[src/rtl/bin2bcd_seq.sv]
// Sequential double-dabble binary-to-BCD converter, one shift per clock, start/done handshake.
// Optional build macro LEADING_ZERO_BLANK_EN: leading zero digits are loaded as 4'hF (blank).
module bin2bcd_seq #(
  parameter int WIDTH = 8
) (
  input  logic             clk,
  input  logic             rst,
  input  logic             start,
  input  logic [WIDTH-1:0] number,
  output logic             busy,
  output logic             done,
  output logic [3:0]       thousands,
  output logic [3:0]       hundreds,
  output logic [3:0]       tens,
  output logic [3:0]       ones
);

  localparam int CNT_W = $clog2(WIDTH + 1);

  typedef enum logic [1:0] {IDLE, SHIFT, DONE} state_t;

  state_t             state_q, state_d;
  logic [WIDTH-1:0]   bin_q, bin_d;
  logic [15:0]        bcd_q, bcd_d;
  logic [CNT_W-1:0]   cnt_q, cnt_d;
  logic [15:0]        digits_q, digits_d;
  logic               done_q, done_d;

  // Add-3 on every field >= 5. Bit 15 of the result would be shifted out, so only 15 bits are kept.
  function automatic logic [14:0] add3_fields(input logic [15:0] b);
    logic [2:0] f3;
    logic [3:0] f2, f1, f0;
    f3 = (b[15:12] >= 4'd5) ? (b[14:12] + 3'd3) : b[14:12];
    f2 = (b[11:8]  >= 4'd5) ? (b[11:8]  + 4'd3) : b[11:8];
    f1 = (b[7:4]   >= 4'd5) ? (b[7:4]   + 4'd3) : b[7:4];
    f0 = (b[3:0]   >= 4'd5) ? (b[3:0]   + 4'd3) : b[3:0];
    return {f3, f2, f1, f0};
  endfunction

  function automatic logic [15:0] blank_leading(input logic [15:0] d);
    logic [15:0] r;
    r = d;
`ifdef LEADING_ZERO_BLANK_EN
    if (r[15:12] == 4'h0) begin
      r[15:12] = 4'hF;
      if (r[11:8] == 4'h0) begin
        r[11:8] = 4'hF;
        if (r[7:4] == 4'h0) r[7:4] = 4'hF;
      end
    end
`endif
    return r;
  endfunction

  always_ff @(posedge clk or posedge rst) begin
    if (rst) begin
      state_q  <= IDLE;
      bin_q    <= '0;
      bcd_q    <= '0;
      cnt_q    <= '0;
      digits_q <= '0;
      done_q   <= 1'b0;
    end else begin
      state_q  <= state_d;
      bin_q    <= bin_d;
      bcd_q    <= bcd_d;
      cnt_q    <= cnt_d;
      digits_q <= digits_d;
      done_q   <= done_d;
    end
  end

  always_comb begin
    state_d = state_q;
    case (state_q)
      IDLE:    if (start) state_d = SHIFT;
      SHIFT:   if (cnt_q == CNT_W'(1)) state_d = DONE;
      DONE:    state_d = IDLE;
      default: state_d = IDLE;
    endcase
  end

  // Datapath: load on accept, one add-3-then-shift per SHIFT cycle, publish digits in DONE.
  always_comb begin
    bin_d    = bin_q;
    bcd_d    = bcd_q;
    cnt_d    = cnt_q;
    digits_d = digits_q;
    done_d   = 1'b0;
    case (state_q)
      IDLE: begin
        if (start) begin
          bin_d = number;
          bcd_d = '0;
          cnt_d = CNT_W'(WIDTH);
        end
      end
      SHIFT: begin
        bcd_d = {add3_fields(bcd_q), bin_q[WIDTH-1]};
        bin_d = {bin_q[WIDTH-2:0], 1'b0};
        cnt_d = cnt_q - CNT_W'(1);
      end
      DONE: begin
        digits_d = blank_leading(bcd_q);
        done_d   = 1'b1;
      end
      default: ;
    endcase
  end

  always_comb begin
    busy      = (state_q != IDLE);
    done      = done_q;
    thousands = digits_q[15:12];
    hundreds  = digits_q[11:8];
    tens      = digits_q[7:4];
    ones      = digits_q[3:0];
  end

endmodule

[config.mk]
export PLATFORM = sky130hd
export DESIGN_NAME = bin2bcd_seq
export DESIGN_NICKNAME = d
export VERILOG_FILES = /design/src/rtl/bin2bcd_seq.sv
export SDC_FILE = /design/constraint.sdc
export NUM_CORES = 1
export LEC_CHECK = 0
export CORE_MARGIN = 10
export CORE_UTILIZATION = 45
export CTS_CLUSTER_SIZE = 8
export DETAILED_ROUTE_END_ITERATION = 7
export PLACE_DENSITY = 0.77
export SLEW_MARGIN = 0
export SYNTH_ARGS = -nofsm -noshare
export SYNTH_HDL_FRONTEND = slang
export SYNTH_SLANG_ARGS = --single-unit
[constraint.sdc]
create_clock -name clk -period 3.3 [get_ports clk]
set_clock_uncertainty 0.15 [all_clocks]
set_input_delay 0.66 -clock clk [delete_from_list [all_inputs] [get_ports clk]]
set_output_delay 0.66 -clock clk [all_outputs]
set_load 0.005 [all_outputs]
==> flow_metrics.tcl, run 1 <==
set metrics [dict create \
    outcome "completed" \
    yosys.area.top_type "dfrtp_1" \
    synthFlopType "dfrtp_1" \
    dr_total_vias 1514 \
    endpoint_kind "output port" \
    synth_top_cells_by_count "dfrtp_1, nand2_1, o21ai_1, inv_1, o21ai_0" \
    drt_iter0_markers 50 \
    p_leak_nw 1.25 \
    hold_violations 0 \
    slowest_stage "dfrtp_1" \
    avgRoutedWirePerCell_microns 13.6 \
    firstDrtPassIters 4 \
    multi_input_area_sq_um 992 \
    n_fill_cell 423 \
    synthTopCellsByArea "dfrtp_1, mux2_4, ha_1, nand2_1, mux2_2" \
    ir_drop_mv 0.508 \
    clock-root-buffer "clkbuf_8" \
    max_cap_violations 0 \
    cts_tree "done" \
    clkSinkCount 47 \
    stdcell_count 301 \
    worstSetupPathType "reg -> out" \
    core_sq_um 4850 \
    slew-limit-headroom_pct 42.9 \
    synth_edf_count 0 \
    clk_path_buf_depth 2 \
    grt_pass1_vias 1622 \
    dpl.hpwl_microns 2990 \
    num_rows 25 \
    final_antenna_net_count 0 \
    yosys.cell_count.top_type "dfrtp_1" \
    die_w_microns 91.5 \
    critPathBufInv 1 \
    totalNegativeSetupSlack_ns 0 \
    post-route-min-period_ns 2.54 \
    setup_ws_ns 0.765 \
    ys_types 34 \
    die_area_sq_um 8370 \
    final_area_sq_um 2690 \
    async_flop_share_pct 100 \
    worstPathRequired_ns 2.49 \
    placed_area_sq_um 2610 \
    syn_area_sq_um 2300 \
    crit_path_start_kind "flip-flop" \
    fp.dieH_microns 91.5 \
    antenna_found_initial 0 \
    hold_slack_ns 0.342 \
    ys_seq_area_share_pct 51.1 \
    grt_max_degree 24 \
    initial_core_util_pct 47.4 \
    syn_nets 225 \
    clk_pin_slew_worst_paths_ns 0.08 \
    worst_path_largest_cell_delay_ns 0.72 \
    wl_microns 4080 \
    gp_congestion 0.774 \
    htree_levels 2 \
    hp-class "reg -> reg" \
    drc_errors 0 \
    finalSetupViolations 0 \
    syn_avg_cell_area_sq_um 11.3 \
    slew_viol_final 0 \
    dp.cells 293 \
    track_usage_pct 10.6 \
    cts_resized 0 \
    syn2layout_area_growth_pct 16.9 \
    place_ws_ns 0.857 \
    numCtsBuffers 5 \
    cp.arrival_ns 1.73 \
    post-route-period-util_pct 76.8 \
    grt_pass1_wl_microns 7410 \
    syn_inst 204 \
    regArea_sq_um 1180 \
    ios 29 \
    crit_fanout 20 \
    grt_overflow 0 \
    via_per_inst 5.03 \
    critPathTopFamily "flip-flops" \
    drive_gt1_share_pct 15.0 \
    tightest_slew_ns 0.855 \
    cts_hold_buf 0 \
    port_buffers 28 \
    postCtsSetupBuffers 0 \
    yosys.area.top_type_share_pct 51.1 \
    n_antenna_cell 0 \
    clk_latency_ns 0.30 \
    rsz0062_at_grt "no" \
    ys_ff_latch 47 \
    final_nets 254 \
    power.density_nw_per_um2 853 \
    max_clock_freq_ghz 0.394 \
    yosysWarnings 0 \
    crit_chain "or2_1, clkdlybuf4s50_1" \
]
==> final cells by class <==
class                   count  area share, %
multi-input cells         135           36.9
clock inverters             1          0.186
flip-flops and latches     47           43.7
clock buffers               7           2.84
inverters                  12           1.68
well taps                  67           3.12
repair buffers             32           11.5
==> worst reg2reg max path, delay by kind of cell, from the launching register on <==
| family | cells | cell delay (ns) |
|---|---|---|
| and+or+nand+nor | 2 | 0.89 |
| DFF | 1 | 0.72 |
| AOI/OAI and AO/OA | 1 | 0.15 |
==> cells in the final DEF (no fill, tap or decap), drive strengths merged, types with 5 or more instances in the layout <==
| cell type | Yosys | final |
|---|---|---|
| dfrtp | 47 | 47 |
| mux2 | 16 | 16 |
| a22o | 5 | 5 |
| and3b | 5 | 5 |
| nor3 | 5 | 5 |
| clkbuf | 0 | 7 |
| a21oi | 11 | 11 |
| clkdlybuf4s50 | 0 | 28 |
| o21ai | 26 | 26 |
| ha | 10 | 10 |
| nand2 | 23 | 23 |
| nand2b | 5 | 5 |
| inv | 12 | 12 |
==> per-layer routing <==
layer	routed length [microns]	GRT usage, %	share of wire (%)	up-vias
met2	1930	17.2	47	24
met3	217	4.61	5.3	5
met1	1870	12.1	46	727
li1	-	-	-	758
met4	58	3.66	1.4	0
met5	0	0	0	-
==> metrics by stage <==
stage          util [%]  total power (W)
3_3_place_gp       53.8          0.00195
3_5_place_dp       53.8          0.00199
5_1_grt            55.5          0.00251
6_report           55.5          0.00229
2_1_floorplan         -          0.00174
4_1_cts            55.5          0.00232
==> worst paths after layout <==
path                            cells after the start                       end  slack [ns]                    from
worst max-delay path                                2                      busy        0.76  state_q[0]$_DFFE_PP0P_
worst min-delay path                                2      bin_q[1]$_DFFE_PP0P_        0.34    bin_q[1]$_DFFE_PP0P_
worst max register to register                      3      cnt_q[2]$_DFFE_PP0P_        1.32  state_q[0]$_DFFE_PP0P_
worst min register to register                      2      bin_q[1]$_DFFE_PP0P_        0.34    bin_q[1]$_DFFE_PP0P_
max in group asynchronous                           3      bin_q[6]$_DFFE_PP0P_        1.88                     rst
min in group asynchronous                           2  digits_q[11]$_DFFE_PP0P_        0.54                     rst
==> logic make-up after synthesis <==
kind of cell | synth area share [%]
AND/OR/NAND/NOR | 12.0
AO/OA/AOI/OAI | 12.7
flip-flops | 51.1
buffers and inverters | 5.82
multiplexers | 11.0
adder cells (fa/ha/maj) | 5.44
XOR/XNOR | 1.90
==> where the power goes <==
group	total, W	switching, W	internal, W
registers	0.00100	0.000215	0.000786
clock network	0.000325	0.000177	0.000149
logic	0.000969	0.000469	0.000500
==> flip-flops by register name, indices dropped and copies added (netlist names) <==
name and cells:
bin_q 8, done 1, state_q 2, digits_q 16, bcd_q 16, cnt_q 4
No activity file was read; power rests on OpenSTA's default activity.
==> run 2, diff against run 1 <==
clock period = 2.53 ns   (was 3.3 ns; I/O delays follow)
==> flow_metrics.tcl, run 2 (synthesized netlist as in run 1, its figures left out) <==
set metrics [dict create \
    reg2reg_to "bcd_q[10]$_DFFE_PP0P_" \
    stdcell_count 304 \
    max_clock_freq_ghz 0.469 \
    busiest_layer "met2" \
    n_antenna_cell 0 \
    place_ws_ns 0.593 \
    worstPathRequired_ns 1.87 \
    cts_resized 0 \
    clk_pin_slew_worst_paths_ns 0.08 \
    hold_start "bin_q[3]$_DFFE_PP0P_" \
    power.density_nw_per_um2 1130 \
    grt_pass1_vias 1620 \
    grt_overflow 0 \
    tightest_slew_ns 0.479 \
    layout_common_cells "dfrtp_1, clkdlybuf4s50_1, nand2_1, o21ai_1, o21ai_0" \
    hp-class "reg -> reg" \
    max_cap_violations 0 \
    avgRoutedWirePerCell_microns 13.5 \
    reg_top3 "bcd_q: 16 flops, digits_q: 16 flops, bin_q: 8 flops" \
    reg2regPathDepth 6 \
    grt_util_met2_pct 17.2 \
    initial_core_util_pct 47.4 \
    worstHoldPathCells 2 \
    clkSinkCount 47 \
    final_antenna_net_count 0 \
    hold_slack_ns 0.340 \
    die_area_sq_um 8370 \
    drc_errors 0 \
    dp.cells 296 \
    fp.dieH_microns 91.5 \
    post-route-min-period_ns 2.13 \
    dpl.hpwl_microns 3000 \
    worstSetupPathType "reg -> out" \
    clock-root-buffer "clkbuf_8" \
    crit_path_start_kind "flip-flop" \
    via_per_inst 5.05 \
    syn2layout_area_growth_pct 19.8 \
    num_rows 25 \
    rsz0062_at_grt "no" \
    drt_iter0_markers 47 \
    post-route-period-util_pct 84.2 \
    grt_pass1_wl_microns 7270 \
    r2r_slack_ns 0.89 \
    met1_usage_pct 11.5 \
    drive_gt1_share_pct 16.5 \
    outcome "completed" \
    die_w_microns 91.5 \
    p_total_w 0.00312 \
    ios 29 \
    clk_latency_ns 0.30 \
    ir_drop_mv 0.659 \
    cts_hold_buf 0 \
    track_usage_pct 10.5 \
    layout_commonest_cell "dfrtp_1" \
    numCtsBuffers 5 \
    hold_violations 0 \
    slew_viol_final 0 \
    clk_path_buf_depth 2 \
    slew-limit-headroom_pct 68.0 \
    p_leak_nw 1.28 \
    grt_max_degree 26 \
    r2r-start "bcd_q[8]$_DFFE_PP0P_" \
    postCtsSetupBuffers 0 \
    htree_levels 2 \
    core_sq_um 4850 \
    holdPathEnd "bin_q[3]$_DFFE_PP0P_" \
    setup_ws_ns 0.400 \
    use_met3_pct 3.70 \
    antenna_found_initial 0 \
    endpoint_kind "output port" \
    firstDrtPassIters 4 \
    finalSetupViolations 0 \
    gp_congestion 0.793 \
    cts_tree "done" \
    wl_microns 4110 \
    dr_total_vias 1535 \
    crit_fanout 7 \
    final_nets 257 \
    port_buffers 28 \
    cp.arrival_ns 1.47 \
    totalNegativeSetupSlack_ns 0 \
]
==> run 2: cell count changes in the layout (fill, tap and decap cells not counted) <==
cell      previous run  this run
clkbuf_8             5         7
buf_4                4         5
buf_12               0         2
clkinv_2             1         0
clkbuf_1             2         1
==> run 2: critical path, stage by stage (launching register included) <==
cell             delay (ns)
dfrtp_1                0.46
or2_1                  0.26
clkdlybuf4s50_1        0.46
==> run 2: area by class of cell <==
class	count	area (sq um)
Sequential cell	47	1180
Clock buffer	8	100
Tap cell	67	83.8
Multi-Input combinational cell	135	992
Timing Repair Buffer	35	358
Fill cell	421	2090
Inverter	12	45.0
==> run 2: where the power goes <==
group	switching, W	internal (W)
logic	0.000656	0.000694
clock network	0.000242	0.000249
registers	0.000251	0.00103
==> run 2: routing by layer <==
layer / routed length [microns] / vias up
met5: 0 / -
li1: - / 763
met3: 242 / 8
met4: 96 / 0
met2: 1940 / 27
met1: 1840 / 737
==> run 2: worst max path at each step <==
stage	cells after the start	endpoint	from
after CTS	2	busy	state_q[0]$_DFFE_PP0P_
after detailed placement	5	bcd_q[3]$_DFFE_PP0P_	start
after floorplan	1	bcd_q[0]$_DFFE_PP0P_	rst
after global placement	5	bcd_q[7]$_DFFE_PP0P_	start
after global routing	2	busy	state_q[0]$_DFFE_PP0P_
final	2	busy	state_q[0]$_DFFE_PP0P_
==> run 2: stage by stage <==
step	utilization (%)	area (sq um)
3_3_place_gp	54.8	2660
6_report	56.8	2760
3_5_place_dp	54.8	2660
4_1_cts	56.8	2760
2_1_floorplan	-	2300
5_1_grt	56.8	2760
